===== config.mk =====
export PLATFORM = sky130hd
export DESIGN_NAME = vga_timing_gen
export DESIGN_NICKNAME = d
export VERILOG_FILES = /design/src/rtl/vga_pkg.sv /design/src/rtl/sync_delay.sv /design/src/rtl/vga_timing_gen.sv
export SDC_FILE = /design/constraint.sdc
export NUM_CORES = 1
export LEC_CHECK = 0
export CORE_MARGIN = 4
export CORE_UTILIZATION = 25
export CTS_CLUSTER_SIZE = 10
export DETAILED_ROUTE_END_ITERATION = 12
export GPL_TIMING_DRIVEN = 0
export SLEW_MARGIN = 30
export SYNTH_ARGS = -nofsm -noshare
export SYNTH_HDL_FRONTEND = slang
export SYNTH_SLANG_ARGS = --single-unit

===== constraint.sdc =====
create_clock -name vga_clk -period 1.78 [get_ports vga_clk]
set_input_delay 0.267 -clock vga_clk [delete_from_list [all_inputs] [get_ports vga_clk]]
set_output_delay 0.267 -clock vga_clk [all_outputs]
set_load 0.03 [all_outputs]

===== src/rtl/vga_pkg.sv =====
// Shared types and default 640x480@60 timing for the VGA text path.
package vga_pkg;

    // Default raster timing, in pixels (horizontal) and lines (vertical).
    localparam int H_ACTIVE_DEF = 640;
    localparam int H_FP_DEF     = 16;
    localparam int H_SYNC_DEF   = 96;
    localparam int H_BP_DEF     = 48;
    localparam int V_ACTIVE_DEF = 480;
    localparam int V_FP_DEF     = 10;
    localparam int V_SYNC_DEF   = 2;
    localparam int V_BP_DEF     = 33;
    localparam int PIPE_DLY_DEF = 2;

    // Coordinates are 10 bits wide, so a period may not exceed 1024.
    localparam int COORD_W   = 10;
    localparam int COORD_MAX = 1 << COORD_W;

    typedef logic [COORD_W-1:0] coord_t;

    // Per-pixel timing flags carried alongside the renderer pipeline.
    typedef struct packed {
        logic act;
        logic hs;
        logic vs;
    } sync_bits_t;

    // Full period of one axis: visible + front porch + sync + back porch.
    function automatic int axisTotal(input int active, input int fp,
                                     input int sync, input int bp);
        return active + fp + sync + bp;
    endfunction

endpackage


===== src/rtl/sync_delay.sv =====
// Enable-gated shift register of sync_bits_t. Holds every stage when
// clk_en is low; reusable by any overlay layer that needs to realign its
// timing flags with a pipelined colour path.
module sync_delay
    import vga_pkg::*;
#(
    parameter int DEPTH = 2
) (
    input  logic       vga_clk,
    input  logic       rst_n,
    input  logic       clk_en,
    input  sync_bits_t syncIn,
    output sync_bits_t syncOut
);

    sync_bits_t stage [DEPTH];

    // Shift the flags one stage per enabled cycle; clear all stages on reset.
    always_ff @(posedge vga_clk or negedge rst_n) begin
        if (!rst_n) begin
            for (int i = 0; i < DEPTH; i++) begin
                stage[i] <= '0;
            end
        end else if (clk_en) begin
            stage[0] <= syncIn;
            for (int i = 1; i < DEPTH; i++) begin
                stage[i] <= stage[i-1];
            end
        end
    end

    assign syncOut = stage[DEPTH-1];

endmodule


===== src/rtl/vga_timing_gen.sv =====
// Raster timing generator for the VGA text path. Free-running x/y counters
// feed the renderer; sync/blank flags travel through a delay line matching
// the renderer latency so the registered pins line up with its colour.
//
// clk_en is a pixel strobe, not a handshake: there is no back-pressure, and
// every register in this block advances only in cycles where clk_en is 1.
module vga_timing_gen
    import vga_pkg::*;
#(
    parameter int H_ACTIVE = H_ACTIVE_DEF,
    parameter int H_FP     = H_FP_DEF,
    parameter int H_SYNC   = H_SYNC_DEF,
    parameter int H_BP     = H_BP_DEF,
    parameter int V_ACTIVE = V_ACTIVE_DEF,
    parameter int V_FP     = V_FP_DEF,
    parameter int V_SYNC   = V_SYNC_DEF,
    parameter int V_BP     = V_BP_DEF,
    parameter int PIPE_DLY = PIPE_DLY_DEF
) (
    input  logic       vga_clk,
    input  logic       rst_n,
    input  logic       clk_en,
    output coord_t     x_coord,
    output coord_t     y_coord,
    output logic       frame_start,
    input  logic [2:0] pix_in,
    output logic       hsync_n,
    output logic       vsync_n,
    output logic       de,
    output logic [2:0] rgb
);

    localparam int H_TOTAL = axisTotal(H_ACTIVE, H_FP, H_SYNC, H_BP);
    localparam int V_TOTAL = axisTotal(V_ACTIVE, V_FP, V_SYNC, V_BP);

    localparam coord_t H_LAST    = coord_t'(H_TOTAL - 1);
    localparam coord_t V_LAST    = coord_t'(V_TOTAL - 1);
    localparam coord_t COORD_ONE = coord_t'(1);

    // Sync windows as half-open integer ranges; int compares avoid the
    // 10-bit wrap when a window ends exactly at 1024.
    localparam int HS_START = H_ACTIVE + H_FP;
    localparam int HS_END   = H_ACTIVE + H_FP + H_SYNC;
    localparam int VS_START = V_ACTIVE + V_FP;
    localparam int VS_END   = V_ACTIVE + V_FP + V_SYNC;

    // Refuse to build timings the counters or delay line cannot represent.
    if (H_TOTAL > COORD_MAX || V_TOTAL > COORD_MAX) begin : g_bad_total
        $error("vga_timing_gen: H_TOTAL/V_TOTAL exceed 1024");
    end
    if (PIPE_DLY < 1 || PIPE_DLY > 8) begin : g_bad_pipe
        $error("vga_timing_gen: PIPE_DLY must be 1..8");
    end

    coord_t     xCnt;
    coord_t     yCnt;
    sync_bits_t syncNow;
    sync_bits_t syncDly;
    int         xInt;
    int         yInt;

    // Raster counters: x wraps each line, y steps on the x wrap.
    always_ff @(posedge vga_clk or negedge rst_n) begin
        if (!rst_n) begin
            xCnt <= '0;
            yCnt <= '0;
        end else if (clk_en) begin
            if (xCnt == H_LAST) begin
                xCnt <= '0;
                if (yCnt == V_LAST) begin
                    yCnt <= '0;
                end else begin
                    yCnt <= yCnt + COORD_ONE;
                end
            end else begin
                xCnt <= xCnt + COORD_ONE;
            end
        end
    end

    // Decode the current coordinate into active/sync flags.
    always_comb begin
        xInt        = int'(xCnt);
        yInt        = int'(yCnt);
        syncNow     = '0;
        syncNow.act = (xInt < H_ACTIVE) && (yInt < V_ACTIVE);
        syncNow.hs  = (xInt >= HS_START) && (xInt < HS_END);
        syncNow.vs  = (yInt >= VS_START) && (yInt < VS_END);
    end

    sync_delay #(
        .DEPTH (PIPE_DLY)
    ) u_sync_delay (
        .vga_clk (vga_clk),
        .rst_n   (rst_n),
        .clk_en  (clk_en),
        .syncIn  (syncNow),
        .syncOut (syncDly)
    );

    // Output pins: colour is masked by the delayed active flag so that
    // whatever the renderer drives during blanking never reaches rgb.
    always_ff @(posedge vga_clk or negedge rst_n) begin
        if (!rst_n) begin
            de      <= 1'b0;
            hsync_n <= 1'b1;
            vsync_n <= 1'b1;
            rgb     <= 3'b000;
        end else if (clk_en) begin
            de      <= syncDly.act;
            hsync_n <= ~syncDly.hs;
            vsync_n <= ~syncDly.vs;
            rgb     <= syncDly.act ? pix_in : 3'b000;
        end
    end

    assign x_coord     = xCnt;
    assign y_coord     = yCnt;
    // rst_n is included so the pulse stays low while the counters sit at
    // (0,0) in reset.
    assign frame_start = rst_n && clk_en && (xCnt == '0) && (yCnt == '0);

endmodule


==> out/qor_table.md <==
| Step | Item | Value |
|---|---|---|
| power and ir drop | Share of total power in sequential cells | 41.0% |
| route | DRC errors left | 0 |
| synth | Post-synth EDFFs | 0 |
| route | ANT nets after route | 0 |
| grt | Global-route usage over all layers | 11.3% |
| setup path | Source of the critical timing path | y_coord[0]$_DFFE_PN0P_ |
| synth | Leading register cell type out of synthesis | dfrtp_1 |
| die | Initial Util | 25.7% |
| power and ir drop | Switching part of the total power | 32.3% |
| placement | Placed wire-length estimate | 2.79 mm |
| placement | Total instance count after detailed placement | 266 |
| timing | Relative slew slack | 65.8% |
| timing | Peak clock frequency supported by timing | 447 MHz |
| grt | Maximum number of pins on one net before global-route repair | 20 |
| die | Die outline width | 88.6 um |
| setup path | Worst endpoint data arrival time | 1.97 ns |
| synth | Sequential-to-total area share from yosys stat | 49.5% |
| setup path | Critical path peak fanout | 2 |
| grt | Via count of the first global-routing pass | 1,328 |
| timing | Unrepaired setup endpoints after global routing | true |
| synth | Average footprint of a synthesized cell | 10.3 sq um |
| grt | Initial antenna violation count | 0 |
| route | Wire length after detailed routing | 4.01 mm |
| synth | Commonest cells post-synth | 30 x dfrtp_1, 14 x inv_1, 10 x nand2_1, 10 x o21ai_0, 9 x nand3_1 |
| finish | Net count reported at finish | 213 |
| setup path | CP endpoint | frame_start |
| timing | Minimum clock period | 2.24 ns |
| run status | Outcome | finished with violations |
| power and ir drop | Power share of the combinational group | 23.6% |
| synth | Net Count, Synth | 167 |
| setup path | Source of the worst register-to-register timing path | y_coord[0]$_DFFE_PN0P_ |
| grt | Global-route wire length before repair | 6.71 mm |
| setup path | Endpoint type of the worst setup path | output port |
| setup path | Startpoint-to-endpoint class of the critical path | flop to output port |
| cts | Clock root buffer | clkbuf_8 |
| die | Total die area | 7840 sq um |
| grt | Gr ovfl total | 0 |
| power and ir drop | Static power due to leakage | 1.11 nW |
| synth | Largest cells by area after synthesis | dfrtp_1 46%, mux2_2 4.2%, xnor2_1 3.8%, dfstp_2 3.2%, inv_1 3.2% |
| route | 1st-pass router iterations | 4 |
| power and ir drop | Peak VDD IR | 0.000384 V |
| cts | Clock edge transition at the registers on the reported setup and hold paths | 0.07 ns |
| power and ir drop | Share of power burned in the clock network | 35.4% |
| finish | Finished Layout Cells | 281 |
| timing | Worst Slack Setup Final | -0.459 ns |
| die | Std-Cell Rows | 29 |
| cts | CTS tree | done |
| cts | Number of H-tree branching levels | 2 |
| route | DR WL/cell | 14.3 um |
| die | Count of boundary I/O pins | 33 |
| synth | #FFs+latches synth | 32 |
| power and ir drop | Total internal power | 1.51 mW |
| timing | Worst slew pin tran | 0.513 ns |
| placement | Number of I/O port buffers | 31 |
| setup path | CP startpoint kind | flop |
| cts | Number of buffers created by CTS | 5 |
| placement | Placement-stage worst setup slack | -0.785 ns |
| timing | Final worst hold slack | 0.0634 ns |
| timing | Setup Skew | 0.0134 ns |
| route | Via count | 1,343 |
| power and ir drop | Net switching power | 720 uW |
| timing | Hold violation count in the final report | 0 |
| timing | Setup violation total in the final timing report | 8 |
| synth | Synth cell types | 38 |
| synth | Leading area contributor after synthesis | dfrtp_1 |
| synth | Fraction of post-synthesis cell area in the top cell type by area | 46.3% |
| flow run | Max-capacitance violation count | 0 |
| power and ir drop | Power per cell area | 957 nW/um^2 |
| cts | Insertion delay to the later sink of the worst-skew pair | 0.29 ns |
| setup path | Required time of the worst setup path | 1.51 ns |
| finish | Area overhead of the layout relative to synthesis | 43.5% |
| setup path | End of the worst register-to-register path | y_coord[6]$_DFFE_PN0P_ |
| cts | Sinks on the clock net | 32 |
| setup path | Worst-case reg-to-reg path depth | 7 |
| synth | Cell count after synthesis | 157 |
| die | Chip height | 88.6 um |
| cts | CTS Buffer Depth | 2 |
| synth | Most used standard cell by instance count after synthesis | dfrtp_1 |
| finish | Antenna diode count | 0 |
| timing | Period Utilization, post-route | 126% |
| power and ir drop | Final Power | 2.23 mW |
| min path | Class of the most critical hold timing path | input port to async pin |
| setup path | R2r setup slk | -0.15 ns |
| synth | Async S/R FF share, synth | 100% |
| synth | Post-synthesis instance area | 1620 sq um |
| timing | Total count of max-transition violations in the final report | 0 |
| route | Vias/cell | 4.78 |
| die | Placeable core area | 6310 sq um |
| finish | Layout filler cell count | 653 |
| synth | Number of warnings issued by yosys | 0 |
| finish | Share of cells above drive strength 1 | 26.5% |
| placement | RD Place Congestion | 0.782 |
| run status | Failing checks | negative setup slack |
| route | Iteration-0 DRC count of the detailed router | 58 |
==> placed cells by master, fill, tap and decap left out, types with 3 or more instances in the layout <==
master	Yosys	routed
dfrtp_1	30	26
clkdlybuf4s50_1	0	17
inv_1	14	12
o21ai_0	10	9
nand2_1	10	9
nand3_1	9	8
nand4_1	7	7
xnor2_1	7	7
clkbuf_8	0	7
dlymetal6s2s_1	0	7
buf_4	0	6
nor2_1	6	6
mux2_2	6	5
dlygate4sd2_1	0	5
nor3_1	7	4
buf_2	3	4
mux2i_1	4	4
dfrtp_2	0	4
nor3_4	0	3
and3_2	3	3
and3_1	4	3
nor4_1	3	3
ha_1	4	3
==> sequential cells by signal, indices dropped and copies added, names as in the netlist <==
register	flops
hsync_n	1
rgb	3
u_sync_delay.stage	3
u_sync_delay.syncOut	3
vsync_n	1
y_coord	10
de	1
x_coord	10
==> area by class of cell <==
cell class                 count  area, sq um  share of cell area, %
buffer                         7         41.3                   1.77
clock buffer                   7         96.3                   4.14
clock inverter                 1         30.0                   1.29
inverter                      14         52.6                   2.26
multi-input combinational    104          806                   34.6
sequential                    32          808                   34.7
tap                           77         96.3                   4.14
timing repair buffer          39          398                   17.1
==> critical path, cell delays in order, from the launching register on <==
cell     delay, ns
dfrtp_2       0.41
inv_2         0.08
ha_4          0.12
or4b_4        0.49
nor3_4        0.17
nand3_2       0.11
nor3_4        0.14
buf_6         0.15
==> power by group through the flow <==
stage / registers, mW / logic, mW / clock network [mW]
after CTS: 0.910 / 0.526 / 0.785
final: 0.914 / 0.527 / 0.788
after floorplan: 1.03 / 0.188 / 0
after global placement: 0.919 / 0.523 / 0
after detailed placement: 0.922 / 0.529 / 0
after global routing: 0.936 / 0.571 / 0.836
==> through the flow <==
step	cell area, sq um	TNS, ns	utilization (%)
floorplan	1640	-0.790	-
global placement	2050	-11.75	32.4
detailed placement	2070	-1.95	32.8
CTS	2260	-1.25	35.8
global route	2330	-1.62	36.9
finish	2330	-0.989	36.9
==> kinds of logic after synthesis <==
| logic type | after synthesis | share of synthesized area, % |
|---|---|---|
| xor gates and xnor gates | 9 | 4.86 |
| muxes | 10 | 6.63 |
| and+or+nand+nor | 59 | 21.7 |
| AOI/OAI and AO/OA | 22 | 8.64 |
| DFF | 32 | 49.5 |
| adders and majority gates | 4 | 3.08 |
| buffers and inverters | 21 | 5.55 |
==> timing repair <==
item | CTS | global route
hold buffers | 2 | 0
resized for setup | 15 | 24
pin swaps | 2 | 6
buffers inserted | 4 | 1
endpoints found under the hold margin | 11 | 0
setup endpoints to repair | 12 | 18
==> layer usage <==
metal  up-vias  part of all wire (%)  global-route usage [%]
li1        654                     -                       -
met1       657                    46                    14.9
met2        26                    47                    17.5
met3         6                   5.4                    4.10
met4         0                   1.1                    3.30
met5         -                     0                       0
==> worst min-delay path by stage <==
stage,from,to,slack [ns],depth (start not counted)
after floorplan,rst_n,de$_DFFE_PN0P_,-0.03,0
after global placement,u_sync_delay.syncOut[1]$_DFFE_PN0P_,hsync_n$_DFFE_PN1P_,0.40,1
after detailed placement,rst_n,y_coord[6]$_DFFE_PN0P_,0.19,1
after CTS,rst_n,hsync_n$_DFFE_PN1P_,0.07,2
after global routing,rst_n,hsync_n$_DFFE_PN1P_,0.06,2
final,rst_n,hsync_n$_DFFE_PN1P_,0.06,2
(Power assumes the default switching activity.)
